--- src/rtl/median9_stream.sv ---
// -----------------------------------------------------------------------------
// median9_stream
//
// Streaming 3x3-window rank filter. Samples shift into a 9-deep window
// (w[0] newest, w[8] oldest). Each accepted sample that leaves the window full
// launches one result through a registered compare-exchange network:
//   launch reg -> stage 1 (row sorts) -> stage 2 (column reductions)
//   -> stage 3 (rank select into the output register)
// An accepted sample at edge k appears on out_valid at edge k+3.
//
// Handshake: in_valid is a one-way strobe with no backpressure. in_data and
// mode are taken on every rising edge where in_valid=1 and flush=0.
// out_valid is a single-cycle pulse per result, and the consumer must take it
// in that cycle.
//
// Parameters
//   WIDTH   sample width in bits (2..32)
//   SIGNED  1 = two's-complement ordering, 0 = unsigned ordering
//
// Ports
//   clk          rising-edge clock
//   rst_n        asynchronous active-low reset
//   flush        synchronous clear of window fill and all in-flight results
//   in_valid     sample strobe
//   in_data      input sample
//   mode         00 median, 01 min, 10 max, 11 centre (w4); taken with in_valid
//   out_valid    one-cycle result strobe
//   out_data     result
//   out_mode     mode that produced out_data
//   window_full  fill count has reached 9
// -----------------------------------------------------------------------------
module median9_stream #(
    parameter int WIDTH  = 8,
    parameter bit SIGNED = 1'b0
) (
    input  logic             clk,
    input  logic             rst_n,
    input  logic             flush,
    input  logic             in_valid,
    input  logic [WIDTH-1:0] in_data,
    input  logic [1:0]       mode,
    output logic             out_valid,
    output logic [WIDTH-1:0] out_data,
    output logic [1:0]       out_mode,
    output logic             window_full
);

    localparam logic [1:0] MODE_MED = 2'b00;
    localparam logic [1:0] MODE_MIN = 2'b01;
    localparam logic [1:0] MODE_MAX = 2'b10;

    // ---------------------------------------------------------------------
    // Ordering primitives
    // ---------------------------------------------------------------------
    function automatic logic lt(input logic [WIDTH-1:0] a, input logic [WIDTH-1:0] b);
        if (SIGNED) return ($signed(a) < $signed(b));
        return (a < b);
    endfunction

    // Ties return the first argument, so equal values never reorder.
    function automatic logic [WIDTH-1:0] min2(input logic [WIDTH-1:0] a, input logic [WIDTH-1:0] b);
        return lt(b, a) ? b : a;
    endfunction

    function automatic logic [WIDTH-1:0] max2(input logic [WIDTH-1:0] a, input logic [WIDTH-1:0] b);
        return lt(b, a) ? a : b;
    endfunction

    function automatic logic [WIDTH-1:0] med3(input logic [WIDTH-1:0] a, input logic [WIDTH-1:0] b,
                                              input logic [WIDTH-1:0] c);
        return max2(min2(a, b), min2(max2(a, b), c));
    endfunction

    // Three compare-exchanges; returns {hi, mid, lo}. Swaps only on strict
    // less-than, which keeps duplicates stable.
    function automatic logic [3*WIDTH-1:0] sort3(input logic [WIDTH-1:0] a, input logic [WIDTH-1:0] b,
                                                 input logic [WIDTH-1:0] c);
        logic [WIDTH-1:0] x0, x1, x2, t;
        x0 = a;
        x1 = b;
        x2 = c;
        if (lt(x1, x0)) begin t = x0; x0 = x1; x1 = t; end
        if (lt(x2, x1)) begin t = x1; x1 = x2; x2 = t; end
        if (lt(x1, x0)) begin t = x0; x0 = x1; x1 = t; end
        return {x2, x1, x0};
    endfunction

    // ---------------------------------------------------------------------
    // Window and fill tracking
    // ---------------------------------------------------------------------
    logic [WIDTH-1:0] win_q [9];
    logic [WIDTH-1:0] win_d [9];
    logic [3:0]       fill_q, fill_d;
    logic             accept;
    logic             launch_d, launch_q;
    logic [1:0]       launch_mode_q;

    // flush has priority: a sample presented with flush is dropped.
    assign accept = in_valid & ~flush;

    always_comb begin
        win_d = win_q;
        if (accept) begin
            win_d[0] = in_data;
            for (int i = 1; i < 9; i++) win_d[i] = win_q[i-1];
        end
    end

    always_comb begin
        fill_d = fill_q;
        if (flush) begin
            fill_d = 4'd0;
        end else if (accept && (fill_q != 4'd9)) begin
            fill_d = fill_q + 4'd1;
        end
    end

    // The window is full after this shift when 8 or more samples were
    // already present before it.
    assign launch_d    = accept && (fill_q >= 4'd8);
    assign window_full = (fill_q == 4'd9);

    // ---------------------------------------------------------------------
    // Stage 1: sort each row of the window registered at the launch edge
    // ---------------------------------------------------------------------
    logic [WIDTH-1:0] s1_lo_d  [3];
    logic [WIDTH-1:0] s1_mid_d [3];
    logic [WIDTH-1:0] s1_hi_d  [3];
    logic [WIDTH-1:0] s1_lo_q  [3];
    logic [WIDTH-1:0] s1_mid_q [3];
    logic [WIDTH-1:0] s1_hi_q  [3];
    logic [WIDTH-1:0] s1_ctr_q;
    logic [1:0]       s1_mode_q;
    logic             s1_valid_q;

    always_comb begin
        for (int r = 0; r < 3; r++) begin
            {s1_hi_d[r], s1_mid_d[r], s1_lo_d[r]} = sort3(win_q[3*r], win_q[3*r+1], win_q[3*r+2]);
        end
    end

    // ---------------------------------------------------------------------
    // Stage 2: column reductions of the row-sorted matrix. The global median
    // is the median of (max of row minima, median of row medians, min of
    // row maxima).
    // ---------------------------------------------------------------------
    logic [WIDTH-1:0] s2_maxlo_d, s2_medmid_d, s2_minhi_d, s2_min_d, s2_max_d;
    logic [WIDTH-1:0] s2_maxlo_q, s2_medmid_q, s2_minhi_q, s2_min_q, s2_max_q;
    logic [WIDTH-1:0] s2_ctr_q;
    logic [1:0]       s2_mode_q;
    logic             s2_valid_q;

    always_comb begin
        s2_maxlo_d  = max2(max2(s1_lo_q[0], s1_lo_q[1]), s1_lo_q[2]);
        s2_medmid_d = med3(s1_mid_q[0], s1_mid_q[1], s1_mid_q[2]);
        s2_minhi_d  = min2(min2(s1_hi_q[0], s1_hi_q[1]), s1_hi_q[2]);
        s2_min_d    = min2(min2(s1_lo_q[0], s1_lo_q[1]), s1_lo_q[2]);
        s2_max_d    = max2(max2(s1_hi_q[0], s1_hi_q[1]), s1_hi_q[2]);
    end

    // ---------------------------------------------------------------------
    // Stage 3: final median and rank select
    // ---------------------------------------------------------------------
    logic [WIDTH-1:0] out_data_d, out_data_q;
    logic [1:0]       out_mode_q;
    logic             out_valid_q;

    always_comb begin
        case (s2_mode_q)
            MODE_MED: out_data_d = med3(s2_maxlo_q, s2_medmid_q, s2_minhi_q);
            MODE_MIN: out_data_d = s2_min_q;
            MODE_MAX: out_data_d = s2_max_q;
            default:  out_data_d = s2_ctr_q;
        endcase
    end

    // ---------------------------------------------------------------------
    // State registers. flush clears every valid bit in the pipe, which
    // kills the results due on the next three edges.
    // ---------------------------------------------------------------------
    always_ff @(posedge clk or negedge rst_n) begin
        if (!rst_n) begin
            for (int i = 0; i < 9; i++) win_q[i] <= '0;
            fill_q        <= 4'd0;
            launch_q      <= 1'b0;
            launch_mode_q <= 2'b00;
            for (int r = 0; r < 3; r++) begin
                s1_lo_q[r]  <= '0;
                s1_mid_q[r] <= '0;
                s1_hi_q[r]  <= '0;
            end
            s1_ctr_q      <= '0;
            s1_mode_q     <= 2'b00;
            s1_valid_q    <= 1'b0;
            s2_maxlo_q    <= '0;
            s2_medmid_q   <= '0;
            s2_minhi_q    <= '0;
            s2_min_q      <= '0;
            s2_max_q      <= '0;
            s2_ctr_q      <= '0;
            s2_mode_q     <= 2'b00;
            s2_valid_q    <= 1'b0;
            out_data_q    <= '0;
            out_mode_q    <= 2'b00;
            out_valid_q   <= 1'b0;
        end else begin
            win_q  <= win_d;
            fill_q <= fill_d;

            launch_q      <= launch_d;
            launch_mode_q <= launch_d ? mode : launch_mode_q;

            s1_lo_q    <= s1_lo_d;
            s1_mid_q   <= s1_mid_d;
            s1_hi_q    <= s1_hi_d;
            s1_ctr_q   <= win_q[4];
            s1_mode_q  <= launch_mode_q;
            s1_valid_q <= launch_q & ~flush;

            s2_maxlo_q  <= s2_maxlo_d;
            s2_medmid_q <= s2_medmid_d;
            s2_minhi_q  <= s2_minhi_d;
            s2_min_q    <= s2_min_d;
            s2_max_q    <= s2_max_d;
            s2_ctr_q    <= s1_ctr_q;
            s2_mode_q   <= s1_mode_q;
            s2_valid_q  <= s1_valid_q & ~flush;

            // out_data holds the last result between strobes.
            if (s2_valid_q) begin
                out_data_q <= out_data_d;
                out_mode_q <= s2_mode_q;
            end
            out_valid_q <= s2_valid_q & ~flush;
        end
    end

    assign out_valid = out_valid_q;
    assign out_data  = out_data_q;
    assign out_mode  = out_mode_q;

endmodule
--- config.mk ---
export PLATFORM = sky130hd
export DESIGN_NAME = median9_stream
export DESIGN_NICKNAME = d
export VERILOG_FILES = /design/src/rtl/median9_stream.sv
export SDC_FILE = /design/constraint.sdc
export NUM_CORES = 1
export LEC_CHECK = 0
export ABC_AREA = 0
export CAP_MARGIN = 0
export CORE_UTILIZATION = 40
export DETAILED_ROUTE_END_ITERATION = 8
export DONT_BUFFER_PORTS = 1
export SYNTH_ARGS = -nofsm -noshare
export SYNTH_HDL_FRONTEND = slang
export SYNTH_SLANG_ARGS = --single-unit
--- constraint.sdc ---
create_clock -name clk -period 8.65 [get_ports clk]
set_clock_uncertainty 0.1 [all_clocks]
set_input_delay 0 -clock clk [delete_from_list [all_inputs] [get_ports clk]]
set_output_delay 0 -clock clk [all_outputs]
set_load 0.05 [all_outputs]
### After elaboration in Yosys (flattened, before gate mapping)

Index checks and enable logic that the tools add are counted.

| operators by class | value |
|---|---|
| $add $sub $neg | 1 |
| order comparisons | 22 |
| eq/ne operators | 4 |
| multiplexer cells | 37 |
| bitwise logic cells | 5 |
| reductions and logical operators | 4 |

Operator list:

| cell | number |
|---|---|
| $mux 8 | 34 |
| $lt 8x8->1 | 21 |
| $pmux 8 s3 | 1 |
| $mux 4 | 2 |
| $add 4x1->4 const B | 1 |
| $and 1x1->1 | 4 |
| $eq 4x4->1 const B | 1 |
| $ge 4x4->1 const B | 1 |
| $ne 4x4->1 const B | 1 |
| $eq 2x1->1 const B | 1 |
| $eq 2x2->1 const B | 1 |
| $logic_and 1x1->1 | 2 |
| $logic_not 2->1 | 1 |
| $reduce_bool 2->1 | 1 |
| $not 1->1 | 1 |

| word-level totals | value |
|---|---|
| flip-flop bits (word level) | 224 |
| output and inout bits | 12 |
| logic and storage cells | 108 |

### Depth between registers and ports, before layout

| logic depth | value |
|---|---|
| depth in word-level cells | 7 |
| gate-level depth with buffers | 31 |
| gate-level depth less buffers | 27 |

### Worst setup path after synthesis

OpenSTA, ideal clock, no wires.

| timing path | value |
|---|---|
| kind | register to register |
| start point | register s1_mid_q[13] (netlist bit) |
| end point | register s2_medmid_q[1] |
| setup time | 0.118 ns |
| arrival time | 5.794 ns |
| data required time | 8.432 ns |
| path slack | 2.638 ns |
| cell stages (with the launch flop) | 26 |
| path buffers | 5 |
| period minus slack after synthesis | 6.012 ns |
| cell sequence | dfrtp_1 > ha_1 > a2111oi_0 > o21ai_2 > nand2_1 > buf_1 > mux2i_1 > ha_1 > nand4_1 > or3_1 > nor3b_1 > or2_1 > clkbuf_1 > buf_2 > nor2_1 > a21oi_1 > ha_1 > a21o_1 > a21oi_1 > o21ai_0 > or3_1 > or4b_1 > and3b_1 > clkbuf_1 > buf_2 > a21o_1 |

| on the way | value |
|---|---|
| longest elaborated chain between the ends | 6 |

RTL lines:

| item | RTL line | RTL |
|---|---|---|
| start, declared | 130 | `logic [WIDTH-1:0] s1_mid_q [3];` |
| start signal, assigned | 214 | `s1_mid_q <= s1_mid_d;` |
| $lt 8x8->1 | 57 | `return (a < b);` |
| $mux 8 | 66 | `return lt(b, a) ? a : b;` |
| $lt 8x8->1 | 57 |  |
| $mux 8 | 62 | `return lt(b, a) ? b : a;` |
| $lt 8x8->1 | 57 |  |
| $mux 8 (*) | 66 |  |
| via s2_medmid_d[1] | 147 | `logic [WIDTH-1:0] s2_maxlo_d, s2_medmid_d, s2_minhi_d, s2_min_d, s2_max_d;` |
| end signal, assigned | 221 | `s2_medmid_q <= s2_medmid_d;` |
| end, declared | 148 | `logic [WIDTH-1:0] s2_maxlo_q, s2_medmid_q, s2_minhi_q, s2_min_q, s2_max_q;` |

Mark *: on every way through the listed nets, which the timed path passes. The rest lies on a longest branch.
A chain may end at the register's enable or synchronous reset.

==> impl_metrics.toml <==
[detailed_routing]
drt_wl_total_um = 33300
drc = 0
first_iter_violations = 651
ant_nets = 0
num_vias = 10100
via_per_inst = 5.28
wl_per_cell_um = 17.4
firstDrtPassIters = 7

[sta]
fin_crit_ns = 6.87
slew-limit-headroom_pct = 19.1
max_freq_mhz = 145
slew_violations = 0
finalSetupViolations = 0
rsz0062_at_grt = "no"
worst_pin_slew_ns = 1.21
period_share_pct = 79.5
hold_viol = 0
tns_ns = 0

[grt]
overflow = 0
antenna_found_initial = 2
grt_usage_pct = 19.2
grt_pass1_vias = 9820
grt_max_degree = 225
grt_pass1_wl_um = 53600

[setup_path]
cp-start-kind = "flip-flop"
cp.arrival_ns = 7.18
worstPathMaxFanout = 36
crit_path_end_kind = "flip-flop"
critPathKind = "reg -> reg"
crit_required_ns = 8.96

[logic_synthesis]
syn_nets = 1622
synth.most_common_cell = "dfrtp_1"
ys_async_sr_fraction_pct = 100
synth_top_cell_area_share_pct = 40.7
synth_simple_gate_area_share_pct = 12.6
synth.area.top_cells = "dfrtp_1, ha_1, mux2i_1"
ys_types = 63
synth.cell_area_um2 = 13800
synth_mux_area_share_pct = 12.1
synthTopCellsByCount = "dfrtp_1, nand2_1, ha_1"
synth_fa_ha_area_share_pct = 13.6
avgSynthCellArea_um2 = 9.44
synthFlopType = "dfrtp_1"
synth_top_area_cell = "dfrtp_1"
synth-edff-count = 0
synth_top_family_by_area = "compound AO/OA/AOI/OAI gates"
syn_inst = 1458
synth_seq_cells = 224
synth_seq_area_share_pct = 40.7
yosysWarnings = 0
synth_compound_area_share_pct = 15.2
synth-xor-area-share_pct = 0.191

[cells_and_area]
syn2layout_area_growth_pct = 10.9
diodes = 0
drive_above_1_share_pct = 6.13
nNetsFinal = 1611

[clock_tree]
cts_tree = "built"
ctsResizeCount = 0
clkSinkCount = 224
clockBufferDepth = 3
cts_buffers = 26
root_buffer = "clkbuf_16"
worstSkewPairLatency_ns = 0.53
htreeDepth = 1
clkTransAtPathRegs_ns = 0.06

[place]
place_hpwl_um = 25300
port_buffers = 0
gp_congestion = 0.913

[die]
start_util_pct = 40.8
ios = 26
die_width_um = 187
die_y_um = 187
core_area_um2 = 33700
row_count = 67
dieArea_um2 = 35100

[worst_hold_path]
hold_class = "in -> reg"

[outcome]
status = "complete, no violations"

[run]
cap_violations = 0
[final timing paths]
path | slack [ns] | cells past startpoint | from | end
worst max-delay path | 1.78 | 24 | win_q[13] | s1_mid_q[0]
worst min-delay path | 0.02 | 3 | in_data[7] | win_q[71]
worst max register to register | 1.78 | 24 | win_q[13] | s1_mid_q[0]
worst min register to register | 0.25 | 0 | s1_mode_q[1] | s2_mode_q[1]
max in group asynchronous | 7.37 | 2 | rst_n | s2_medmid_q[6]
min in group asynchronous | 0.11 | 2 | rst_n | win_q[1]
[registers in the layout, indices dropped and copies added, names as in the netlist, 24 cells and up]
register and cells:
win_q 72, s1_hi_q 24, s1_mid_q 24, s1_lo_q 24
[metal layers]
layer | wire [µm] | GRT usage (%) | up-vias
li1 | - | - | 5053
met1 | 15800 | 26.4 | 4812
met2 | 15100 | 30.9 | 166
met3 | 992 | 2.33 | 70
met4 | 1300 | 7.60 | 2
met5 | 15 | 0 | -
[final cells by class]
cell class / count / area, µm²
timing repair buffer: 24 / 238
tap: 448 / 561
inverter: 120 / 450
clock inverter: 20 / 274
fill: 3227 / 18400
multi-input combinational: 1051 / 7440
clock buffer: 28 / 689
sequential: 224 / 5610
[critical path, cell delays in order, from the launching register on]
cell	delay, ns
dfrtp_1	0.42
ha_1	0.34
a211oi_1	0.24
a21oi_1	0.13
a211oi_4	0.62
buf_4	0.33
mux2i_1	0.31
ha_1	0.21
a21o_1	0.12
a21o_1	0.11
a21oi_1	0.11
o21a_1	0.15
a31oi_4	0.59
nand2_1	0.10
o21ai_0	0.18
inv_1	0.08
ha_1	0.31
a21o_1	0.15
a21o_1	0.17
a21oi_1	0.22
or3b_1	0.43
a21oi_1	0.23
a211o_1	0.70
o21ai_0	0.18
and3_1	0.23
[per-stage QoR]
stage	hold WS, ns	utilization (%)	instances	cell area, µm²	worst slack (ns)
5_1_grt	0.0256	45.3	1915	15300	1.19
6_report	0.0244	45.3	1915	15300	1.78
3_3_place_gp	-0.373	41.9	1851	14100	1.98
3_5_place_dp	-0.373	41.9	1851	14100	1.92
4_1_cts	0.00544	45.3	1915	15300	1.90
2_1_floorplan	-0.396	-	1458	13800	2.64
[cell families after synthesis]
family | count (synthesis)
AO/OA/AOI/OAI | 334
adder cells (fa/ha/maj) | 150
flip-flops | 224
AND/OR/NAND/NOR | 400
buffers and inverters | 183
XOR/XNOR | 3
multiplexers | 164
[layout by cell type (no fill, tap or decap), types with 4 or more instances in the layout]
master / n
nand2b_1: 9
o21ai_1: 13
dfrtp_1: 224
o221ai_1: 8
a31oi_1: 6
clkbuf_16: 27
bufinv_16: 5
and3_1: 9
o21bai_1: 5
o21a_1: 9
o211ai_1: 8
a21oi_1: 96
inv_1: 119
nand4_1: 15
nor2_1: 105
a22oi_1: 7
ha_1: 150
nand2_1: 198
buf_4: 8
dlygate4sd3_1: 15
clkinv_4: 8
mux2i_1: 149
nor2b_1: 16
or3_1: 4
o21ai_0: 111
nand3_1: 23
mux2_2: 13
a21o_1: 37
[repair_timing]
| item | in CTS | in global routing |
|---|---|---|
| buffers inserted | 0 | 0 |
| endpoints found under the hold margin | 268 | 0 |
| hold buffers | 16 | 0 |
Power is not shown: default switching activity piles up to over one toggle a cycle in this logic, so the estimate is an artifact.
